<file path="src/rtl/sram_ctrl.sv">
// Asynchronous-SRAM controller for a 16-bit CPU bus driving two 16-bit SRAM chips.
// The strobes, byte enables and data-enable are registered from the next state so the pins stay glitch-free.
module sram_ctrl #(
    parameter int unsigned WAIT_CYCLES = 2
) (
    input  logic        fpga_clk,
    input  logic        reset,
    input  logic        bus_as,
    input  logic [18:0] bus_addr,
    input  logic        bus_uds,
    input  logic        bus_lds,
    input  logic        bus_rw,
    input  logic [15:0] bus_wdata,
    output logic [15:0] bus_rdata,
    output logic        bus_dtack,
    output logic [17:0] ram_addr,
    output logic [31:0] ram_data_o,
    input  logic [31:0] ram_data_i,
    output logic        ram_data_oe,
    output logic [1:0]  ram_ce_n,
    output logic [1:0]  ram_ub_n,
    output logic [1:0]  ram_lb_n,
    output logic        ram_we_n,
    output logic        ram_oe_n
);

    typedef enum logic [2:0] {IDLE, SETUP, STROBE, HOLD, ACK} state_t;

    localparam logic [3:0] CNT_LAST = 4'(WAIT_CYCLES - 1);

    state_t      state_q, state_d;
    logic [3:0]  cnt_q, cnt_d;
    logic        chip_q, chip_d;
    logic [17:0] addr_q, addr_d;
    logic        rw_q, rw_d;
    logic        uds_q, uds_d;
    logic        lds_q, lds_d;
    logic [15:0] wdata_q, wdata_d;
    logic [15:0] rdata_q, rdata_d;
    logic        dtack_q, dtack_d;
    logic        data_oe_q, data_oe_d;
    logic [1:0]  ce_n_q, ce_n_d;
    logic [1:0]  ub_n_q, ub_n_d;
    logic [1:0]  lb_n_q, lb_n_d;
    logic        we_n_q, we_n_d;
    logic        oe_n_q, oe_n_d;
    logic        in_access;
    logic [1:0]  chip_sel_n;

    always_comb begin
        state_d   = state_q;
        cnt_d     = cnt_q;
        chip_d    = chip_q;
        addr_d    = addr_q;
        rw_d      = rw_q;
        uds_d     = uds_q;
        lds_d     = lds_q;
        wdata_d   = wdata_q;
        rdata_d   = rdata_q;
        dtack_d   = dtack_q;

        case (state_q)
            IDLE: begin
                dtack_d = 1'b0;
                if (bus_as && (bus_uds || bus_lds)) begin
                    chip_d  = bus_addr[18];
                    addr_d  = bus_addr[17:0];
                    rw_d    = bus_rw;
                    uds_d   = bus_uds;
                    lds_d   = bus_lds;
                    wdata_d = bus_wdata;
                    state_d = SETUP;
                end
            end
            SETUP: begin
                cnt_d   = 4'd0;
                state_d = STROBE;
            end
            STROBE: begin
                if (cnt_q == CNT_LAST) begin
                    cnt_d   = 4'd0;
                    state_d = HOLD;
                    if (rw_q) begin
                        rdata_d = chip_q ? ram_data_i[31:16] : ram_data_i[15:0];
                    end
                end else begin
                    cnt_d = cnt_q + 4'd1;
                end
            end
            HOLD: begin
                // An aborted cycle still completes its SRAM timing; it just skips the acknowledge.
                if (bus_as) begin
                    dtack_d = 1'b1;
                    state_d = ACK;
                end else begin
                    state_d = IDLE;
                end
            end
            ACK: begin
                if (!bus_as) begin
                    dtack_d = 1'b0;
                    state_d = IDLE;
                end
            end
            default: begin
                dtack_d = 1'b0;
                state_d = IDLE;
            end
        endcase

        in_access  = (state_d == SETUP) || (state_d == STROBE) || (state_d == HOLD);
        chip_sel_n = chip_d ? 2'b01 : 2'b10;
        ce_n_d     = in_access ? chip_sel_n : 2'b11;
        ub_n_d     = (in_access && uds_d) ? chip_sel_n : 2'b11;
        lb_n_d     = (in_access && lds_d) ? chip_sel_n : 2'b11;
        oe_n_d     = !((state_d == STROBE) && rw_d);
        we_n_d     = !((state_d == STROBE) && !rw_d);
        data_oe_d  = in_access && !rw_d;
    end

    always_ff @(posedge fpga_clk) begin
        if (reset) begin
            state_q   <= IDLE;
            cnt_q     <= 4'd0;
            chip_q    <= 1'b0;
            addr_q    <= 18'd0;
            rw_q      <= 1'b1;
            uds_q     <= 1'b0;
            lds_q     <= 1'b0;
            wdata_q   <= 16'd0;
            rdata_q   <= 16'd0;
            dtack_q   <= 1'b0;
            data_oe_q <= 1'b0;
            ce_n_q    <= 2'b11;
            ub_n_q    <= 2'b11;
            lb_n_q    <= 2'b11;
            we_n_q    <= 1'b1;
            oe_n_q    <= 1'b1;
        end else begin
            state_q   <= state_d;
            cnt_q     <= cnt_d;
            chip_q    <= chip_d;
            addr_q    <= addr_d;
            rw_q      <= rw_d;
            uds_q     <= uds_d;
            lds_q     <= lds_d;
            wdata_q   <= wdata_d;
            rdata_q   <= rdata_d;
            dtack_q   <= dtack_d;
            data_oe_q <= data_oe_d;
            ce_n_q    <= ce_n_d;
            ub_n_q    <= ub_n_d;
            lb_n_q    <= lb_n_d;
            we_n_q    <= we_n_d;
            oe_n_q    <= oe_n_d;
        end
    end

    assign bus_rdata   = rdata_q;
    assign bus_dtack   = dtack_q;
    assign ram_addr    = addr_q;
    assign ram_data_o  = {wdata_q, wdata_q};
    assign ram_data_oe = data_oe_q;
    assign ram_ce_n    = ce_n_q;
    assign ram_ub_n    = ub_n_q;
    assign ram_lb_n    = lb_n_q;
    assign ram_we_n    = we_n_q;
    assign ram_oe_n    = oe_n_q;

endmodule

</file>
<file path="config.mk">
export PLATFORM = sky130hd
export DESIGN_NAME = sram_ctrl
export DESIGN_NICKNAME = d
export VERILOG_FILES = /design/src/rtl/sram_ctrl.sv
export SDC_FILE = /design/constraint.sdc
export NUM_CORES = 1
export LEC_CHECK = 0
export ABC_CLOCK_PERIOD_IN_PS = 2200
export BUFFER_PORTS_ARGS = -buffer_cell sky130_fd_sc_hd__buf_2
export CORE_UTILIZATION = 30
export CTS_CLUSTER_DIAMETER = 50
export DETAILED_ROUTE_END_ITERATION = 10
export PLACE_DENSITY = 0.63
export RECOVER_POWER = 25
export SLEW_MARGIN = 40
export SYNTH_ARGS = -nofsm -noshare
export SYNTH_HDL_FRONTEND = slang
export SYNTH_SLANG_ARGS = --single-unit
export TNS_END_PERCENT = 1
</file>
<file path="constraint.sdc">
create_clock -name fpga_clk -period 2.2 [get_ports fpga_clk]
set_input_delay 0.22 -clock fpga_clk [delete_from_list [all_inputs] [get_ports fpga_clk]]
set_output_delay 0.22 -clock fpga_clk [all_outputs]
set_load 0.05 [all_outputs]
</file>
==> results.md, run 1 <==
- Total of flip-flops plus latches after synthesis: 71
- PnR Total Power: 3.04 mW
- Vias in the first global route: 2408
- Post-CTS resize count: 0
- Syn Std Cell Area: 2860 um^2
- Min Tclk post-route: 1.84 ns
- Post-Synthesis Mean Instance Area: 8.71 um^2
- Worst setup slack after placement: 0.355 ns
- Cts bufs inserted: 9
- Hold Path Depth: 3
- Area of the multi-input gates: 1190 um^2
- Number of diodes added for antenna fixing: 0
- Total detailed-routing wirelength: 6700 um
- Die Outline Area: 9920 um^2
- Power per standard cell area: 815 nW/um^2
- Total half-perimeter wirelength after legalization and detailed placement: 4850 um
- Initial detailed-routing violation count: 77
- Fin worst setup slack: 0.359 ns
- Unrepaired setup endpoints after global routing: no
- Iteration count of the initial detailed-routing pass: 4
- Overall die height: 99.6 um
- Sequential Area: 1420 um^2
- Crit path DAT: 2.11 ns
- Worst setup EP type: flop
- Required time of the critical path: 2.47 ns
- Cell row count: 35
- Post-route clock skew: 0.00738 ns
- CTS tree: yes
- Yosys synthesis warning count: 0
- Setup TNS Final: 0 ns
- Hold buffer count at cts: 0
- Total via count in the routed design: 2665
- TritonCTS Sinks: 71
- Number of hold-slack violations in the final timing report: 0
- Final layout net count: 529
- Horizontal die dimension: 99.6 um
- Worst Setup Start Kind: flop
- Global placement routability congestion: 0.672
- Cell variety after synth: 31
- Antenna violations before repair: 1
- Capturing point of the worst reg2reg path: wdata_q[15]
- Startpoint of the most critical hold path: bus_wdata[7]
- Critical path type: reg -> reg
- ANT nets after route: 0
- Actual transition at the worst max-transition pin: 0.641 ns
- Remaining design rule violation count: 0
- Maximum VDD drop: 0.294 mV
- Number of pins with negative max-slew slack in the final report: 0
- Max-slew headroom: 57.4%
- Number of setup buffers added after CTS: 0
- Synth Instances: 328
- Sequential share of the synthesized area: 49.7%
- Average wire per cell in the routed design: 11.4 um
- GR Overflow Total: 0
- Clock-pin slew on the worst setup and hold paths: 0.07 ns
- Largest fanout of any net on the critical path: 34
- Layout overhead on the synthesized area: 30.3%
- Filler Cells Inserted: 992
- First-pass GRT wire length: 10600 um
- Max Clock Freq: 0.543 GHz
- Number of standard cells in the layout, taps in and fillers out: 588
- Source-to-sink clock delay at the later pin of the worst-skew pair: 0.33 ns
- Result of the run: complete, no violations
- Hold Path End: wdata_q[7]
- Max-cap viol count: 0
- GRT Resource Usage Total: 13.5%
- FF-to-FF Start: state_q[2]
- Initial cell density of the core: 30.9%
- Final clock period utilization by the worst path: 83.7%
- Syn nets: 403
- Number of port buffers: 148
- Post-placement cell count: 572
- I/O pin cnt: 149
- Max clock buf depth: 2
- Via density per instance: 4.53
- Core outline area: 9240 um^2
- Root Buffer: sky130_fd_sc_hd__clkbuf_8
- FF-to-FF path depth: 5
- Share of cells above drive strength 1: 30.7%
- Slack of the worst reg-to-reg path: 0.36 ns
- Maximum number of pins on one net before global-route repair: 35
- Leakage: 1.59 nW
- Type of the tightest min-delay check: in -> reg
- Setup-violating endpoint count in the final report: 0
- H-tree level count: 3
flip-flops by register name (all words and copies together), names as in the netlist, 2 cells and up:
register,cells
bus_rdata,16
ram_lb_n,2
cnt_q,4
state_q,3
wdata_q,16
ram_addr,18
ram_ub_n,2
ram_ce_n,2
cells by family after synthesis:
family / after synthesis / share of synthesized area, %
and+or+nand+nor: 127 / 19.8
AOI/OAI and AO/OA: 66 / 13.1
muxes: 20 / 7.22
xor gates and xnor gates: 1 / 0.307
DFF: 71 / 49.7
adders and majority gates: 2 / 0.876
buffers and inverters: 41 / 8.89
critical path, stage by stage (launching register included):
cell                      delay [ns]
sky130_fd_sc_hd__dfxtp_1        0.40
sky130_fd_sc_hd__or4b_4         0.62
sky130_fd_sc_hd__nor2_8         0.16
sky130_fd_sc_hd__buf_4          0.35
sky130_fd_sc_hd__nand2_1        0.11
sky130_fd_sc_hd__a21oi_1        0.12
where the power goes:
group,internal [mW],total (mW),leakage [nW],switching (mW)
clock,0.550,1.01,0.100,0.455
combinational,0.175,0.637,0.910,0.462
sequential,1.35,1.39,0.579,0.0420
total,2.08,3.04,1.59,0.959
routing by layer:
| layer | vias to the layer above | GRT usage (%) | part of all wire (%) |
|---|---|---|---|
| li1 | 1337 | - | - |
| met1 | 1190 | 14.8 | 43 |
| met2 | 121 | 23.3 | 46 |
| met3 | 15 | 4.57 | 8.8 |
| met4 | 2 | 6.56 | 2.1 |
| met5 | - | 0 | 0.13 |
final cells by class:
class / count / area share (%)
repair buffers: 154 / 20.3
multi-input cells: 216 / 31.9
well taps: 129 / 4.34
clock buffers: 12 / 3.90
clock inverters: 4 / 1.21
flip-flops and latches: 71 / 38.2
inverters: 2 / 0.202
cell usage in the layout (no fill, tap or decap), types with 2 or more instances in the layout:
master | synthesis | layout
sky130_fd_sc_hd__nand2b_1 | 2 | 2
sky130_fd_sc_hd__a31oi_1 | 2 | 2
sky130_fd_sc_hd__o21ai_0 | 5 | 4
sky130_fd_sc_hd__a211oi_1 | 16 | 16
sky130_fd_sc_hd__clkinv_2 | 0 | 3
sky130_fd_sc_hd__nand3_1 | 9 | 9
sky130_fd_sc_hd__buf_2 | 8 | 114
sky130_fd_sc_hd__nor3b_1 | 2 | 2
sky130_fd_sc_hd__inv_1 | 2 | 2
sky130_fd_sc_hd__clkbuf_8 | 0 | 10
sky130_fd_sc_hd__dfxtp_1 | 71 | 71
sky130_fd_sc_hd__buf_4 | 16 | 5
sky130_fd_sc_hd__nand4_1 | 2 | 2
sky130_fd_sc_hd__nand2_1 | 76 | 76
sky130_fd_sc_hd__clkbuf_1 | 11 | 36
sky130_fd_sc_hd__ha_1 | 2 | 2
sky130_fd_sc_hd__a21oi_1 | 42 | 42
sky130_fd_sc_hd__nor2_1 | 27 | 27
sky130_fd_sc_hd__mux2i_1 | 18 | 18
synthesized netlist by cell type:
library cell	instances	area [um^2]
sky130_fd_sc_hd__and4_1	1	8.76
sky130_fd_sc_hd__nor4bb_1	1	10.0
sky130_fd_sc_hd__a211oi_1	16	120
sky130_fd_sc_hd__a21oi_1	42	210
sky130_fd_sc_hd__nand3b_1	1	7.51
sky130_fd_sc_hd__mux2_4	1	15.0
sky130_fd_sc_hd__inv_1	2	7.51
sky130_fd_sc_hd__and2_1	1	6.26
sky130_fd_sc_hd__o21ai_0	5	25.0
sky130_fd_sc_hd__nand4_1	2	12.5
sky130_fd_sc_hd__buf_2	8	40.0
sky130_fd_sc_hd__nor2_8	1	20.0
sky130_fd_sc_hd__clkbuf_1	11	41.3
sky130_fd_sc_hd__buf_4	16	120
sky130_fd_sc_hd__nand3_1	9	45.0
sky130_fd_sc_hd__or4b_4	1	13.8
sky130_fd_sc_hd__a22oi_1	1	7.51
sky130_fd_sc_hd__nor4b_2	1	15.0
sky130_fd_sc_hd__or3b_2	1	8.76
sky130_fd_sc_hd__nor3_1	1	5.00
sky130_fd_sc_hd__nor3b_1	2	15.0
sky130_fd_sc_hd__buf_6	4	45.0
sky130_fd_sc_hd__mux2_2	1	11.3
sky130_fd_sc_hd__a31oi_1	2	12.5
sky130_fd_sc_hd__xor2_1	1	8.76
sky130_fd_sc_hd__mux2i_1	18	180
sky130_fd_sc_hd__nand2b_1	2	12.5
sky130_fd_sc_hd__nor2_1	27	101
sky130_fd_sc_hd__nand2_1	76	285
sky130_fd_sc_hd__ha_1	2	25.0
sky130_fd_sc_hd__dfxtp_1	71	1420
through the flow:
stage                     hold slack, ns  cell area (um^2)  utilization [%]
after floorplan                    0.356              2860                -
after global placement             0.414              3570             38.7
after detailed placement           0.418              3570             38.7
after CTS                         0.0988              3760             40.7
after global routing               0.106              3720             40.3
final                              0.116              3720             40.3
how the worst max path moves through the flow:
stage	from	endpoint	slack, ns
2_1_floorplan	state_q[2]	ram_lb_n[0]	0.49
3_3_place_gp	state_q[2]	wdata_q[3]	0.39
3_5_place_dp	state_q[0]	wdata_q[1]	0.35
4_1_cts	state_q[2]	wdata_q[15]	0.33
5_1_grt	state_q[2]	wdata_q[15]	0.21
6_report	state_q[2]	wdata_q[15]	0.36
Power figures use the tool's default switching activity.
==> run 2, diff against run 1 <==
--- a/config.mk
+++ b/config.mk
@@ -5,12 +5,13 @@
 export SDC_FILE = /design/constraint.sdc
 export NUM_CORES = 1
 export LEC_CHECK = 0
-export ABC_CLOCK_PERIOD_IN_PS = 2200
+export ABC_AREA = 1
+export ABC_CLOCK_PERIOD_IN_PS = 1700
 export BUFFER_PORTS_ARGS = -buffer_cell sky130_fd_sc_hd__buf_2
 export CORE_UTILIZATION = 30
 export CTS_CLUSTER_DIAMETER = 50
 export DETAILED_ROUTE_END_ITERATION = 10
-export PLACE_DENSITY = 0.63
+export PLACE_DENSITY = 0.62
 export RECOVER_POWER = 25
 export SLEW_MARGIN = 40
 export SYNTH_ARGS = -nofsm -noshare
==> constraint.sdc (replaced) <==
create_clock -name fpga_clk -period 1.7 [get_ports fpga_clk]
set_input_delay 0.17 -clock fpga_clk [delete_from_list [all_inputs] [get_ports fpga_clk]]
set_output_delay 0.17 -clock fpga_clk [all_outputs]
set_load 0.05 [all_outputs]
==> run 2 against run 1 <==
Net effect: register-to-register slack worse by 0.14 ns; largest power group unchanged; final cell count increased by 14%; flip-flop and latch count stayed put; combinational power is 37% higher; via count is 8.6% higher; area after synthesis grew 8.0%.
==> results.md, run 2 <==
- Largest fanout of any net on the critical path: 16
- Cell variety after synth: 29
- Number of pins with negative max-slew slack in the final report: 0
- Average wire per cell in the routed design: 11.4 um
- Initial cell density of the core: 31.3%
- Clock-pin slew on the worst setup and hold paths: 0.08 ns
- Total detailed-routing wirelength: 7620 um
- Crit path DAT: 1.76 ns
- Peak per-stage delay on the critical path: 0.41 ns
- Most frequent cell after synthesis: sky130_fd_sc_hd__nand2_1
- Cells along the critical path: ha_1, nand2_2, inv_2, nand2_1, nor2_4, nor2_1, nor2_1
- Power per standard cell area: 1050 nW/um^2
- Most common cell after layout, fill and taps aside: sky130_fd_sc_hd__nand2_1
- CP top delay family: simple AND/OR/NAND/NOR gates
- Vias in the first global route: 2621
- Share of async-settable or async-resettable flops after synthesis: 0%
- Max Clock Freq: 0.674 GHz
- Via density per instance: 4.33
- Total of flip-flops plus latches after synthesis: 71
- I/O pin cnt: 149
- Fin worst setup slack: 0.216 ns
- Synth top area share: 46.1%
- FF-to-FF path depth: 7
- PnR Total Power: 4.17 mW
- Launch point of the critical path: cnt_q[0]
- CTS tree: yes
- Overall die height: 103 um
- Min Tclk post-route: 1.48 ns
- Top flip-flop cell by instance count after synthesis: sky130_fd_sc_hd__dfxtp_1
- Cell type with the highest aggregate area in the netlist: sky130_fd_sc_hd__dfxtp_1
- Share of cells above drive strength 1: 31.2%
- Leakage: 1.80 nW
- Slowest-stage cell, CP: sky130_fd_sc_hd__dfxtp_1
- Yosys synthesis warning count: 0
- Source-to-sink clock delay at the later pin of the worst-skew pair: 0.34 ns
- Number of diodes added for antenna fixing: 0
- Syn Std Cell Area: 3090 um^2
- Cell row count: 36
- Max-cap viol count: 0
- Worst Setup Start Kind: flop
- Ranking of synthesized cells by instance count: sky130_fd_sc_hd__nand2_1 (116), sky130_fd_sc_hd__dfxtp_1 (71), sky130_fd_sc_hd__nor2_1 (48), sky130_fd_sc_hd__a21oi_1 (28), sky130_fd_sc_hd__nand3_1 (25)
- Die Outline Area: 10700 um^2
- Post-route clock skew: 0.00695 ns
- Maximum VDD drop: 0.376 mV
- Worst setup slack after placement: 0.248 ns
- Total via count in the routed design: 2894
- Setup-violating endpoint count in the final report: 0
- Root Buffer: sky130_fd_sc_hd__clkbuf_8
- First-pass GRT wire length: 11800 um
- Type of the tightest min-delay check: in -> reg
- Initial detailed-routing violation count: 61
- FF-to-FF Start: cnt_q[0]
- Antenna violations before repair: 0
- Critical path buffers and inverters: 1
- Unrepaired setup endpoints after global routing: no
- Final clock period utilization by the worst path: 87.3%
- Worst setup EP type: flop
- Hold Path Depth: 3
- Number of hold-slack violations in the final timing report: 0
- Number of enable flip-flop cells after synthesis: 0
- Sequential share of the synthesized area: 46.1%
- Post-Synthesis Mean Instance Area: 7.71 um^2
- Core outline area: 9860 um^2
- Synth Instances: 400
- Total half-perimeter wirelength after legalization and detailed placement: 5610 um
- Startpoint of the most critical hold path: bus_addr[5]
- Maximum number of pins on one net before global-route repair: 41
- Critical path type: reg -> reg
- ANT nets after route: 0
- Global placement routability congestion: 0.720
- H-tree level count: 3
- Max-slew headroom: 58.5%
- Actual transition at the worst max-transition pin: 0.626 ns
- Cts bufs inserted: 9
- Result of the run: complete, no violations
- Critical Path Stages: 7
- GRT Resource Usage Total: 14.4%
- Remaining design rule violation count: 0
- Horizontal die dimension: 103 um
- Number of setup buffers added after CTS: 0
- Largest register FFs: 18
- Required time of the critical path: 1.98 ns
- Cell types with the largest area share after synthesis: sky130_fd_sc_hd__dfxtp_1 (46%), sky130_fd_sc_hd__nand2_1 (14%), sky130_fd_sc_hd__nor2_1 (5.8%), sky130_fd_sc_hd__a21oi_1 (4.5%), sky130_fd_sc_hd__buf_4 (4.1%)
- TritonCTS Sinks: 71
- Cell type with the highest occurrence count on the critical path: sky130_fd_sc_hd__nor2_1
- Hold buffer count at cts: 0
- Syn nets: 475
- Post-CTS resize count: 0
- Number of port buffers: 148
- Final layout net count: 605
- Most used cells in the layout excluding fill and tap cells: sky130_fd_sc_hd__nand2_1 (117), sky130_fd_sc_hd__buf_2 (113), sky130_fd_sc_hd__dfxtp_1 (71), sky130_fd_sc_hd__nor2_1 (48), sky130_fd_sc_hd__clkbuf_1 (36)
- GR Overflow Total: 0
- Max clock buf depth: 2
- Iteration count of the initial detailed-routing pass: 4
- Slack of the worst reg-to-reg path: 0.22 ns
- Layout overhead on the synthesized area: 28.3%
- Setup TNS Final: 0 ns
run 2: cell count changes after synthesis, moves of 12 or more:
cell                       previous run  this run
sky130_fd_sc_hd__nand2_1             76       116
sky130_fd_sc_hd__nor2_1              27        48
sky130_fd_sc_hd__nand2_2              0        12
sky130_fd_sc_hd__a21boi_0             0        16
sky130_fd_sc_hd__a211oi_1            16         0
sky130_fd_sc_hd__a21oi_1             42        28
sky130_fd_sc_hd__mux2i_1             18         0
sky130_fd_sc_hd__inv_1                2        14
sky130_fd_sc_hd__nand3_1              9        25
run 2: cells by family (layout without fill, tap and decap cells):
group | Yosys count | in the layout | synth area share, %
adders and majority gates | 2 | 2 | 0.811
DFF | 71 | 71 | 46.1
and+or+nand+nor | 212 | 212 | 29.7
AOI/OAI and AO/OA | 59 | 59 | 12.1
xor gates and xnor gates | 1 | 1 | 0.284
buffers and inverters | 55 | 190 | 11.0
run 2: layout make-up:
type	count	area [um^2]
Tap cell	133	166
Clock inverter	5	81.3
Timing Repair Buffer	156	757
Fill cell	1065	5910
Multi-Input combinational cell	274	1320
Inverter	18	68.8
Sequential cell	71	1420
Clock buffer	11	141
run 2: power breakdown:
group / switching, mW / total (mW) / leakage (nW) / internal, mW
sequential: 0.0509 / 1.80 / 0.579 / 1.75
clock: 0.631 / 1.50 / 0.110 / 0.867
combinational: 0.638 / 0.871 / 1.11 / 0.233
run 2: per-stage QoR:
| stage | util (%) | cells | hold slack (ns) | cell area [um^2] |
|---|---|---|---|---|
| 2_1_floorplan | - | 400 | 0.306 | 3090 |
| 4_1_cts | 40.6 | 668 | 0.0491 | 4000 |
| 3_5_place_dp | 38.3 | 652 | 0.427 | 3780 |
| 6_report | 40.1 | 668 | 0.0672 | 3960 |
| 5_1_grt | 40.1 | 668 | 0.0510 | 3960 |
| 3_3_place_gp | 38.3 | 652 | 0.420 | 3780 |
run 2: worst reg2reg max path: cells and delay by family (launching register included):
family	cells	cell delay, ns
buffers and inverters	1	0.06
flip-flops	1	0.41
AND/OR/NAND/NOR	5	0.77
adder cells (fa/ha/maj)	1	0.19
run 2: final timing paths:
check / end
worst max-delay path: bus_rdata[11]
worst min-delay path: ram_addr[5]
worst max register to register: bus_rdata[11]
worst min register to register: ram_addr[13]
run 2: metal layers:
| layer | global-route usage [%] | vias to the layer above | wire length (um) |
|---|---|---|---|
| li1 | - | 1516 | - |
| met1 | 18.0 | 1273 | 3630 |
| met2 | 22.7 | 93 | 3280 |
| met3 | 4.64 | 12 | 578 |
| met4 | 6.39 | 0 | 123 |
| met5 | 0 | - | 0 |
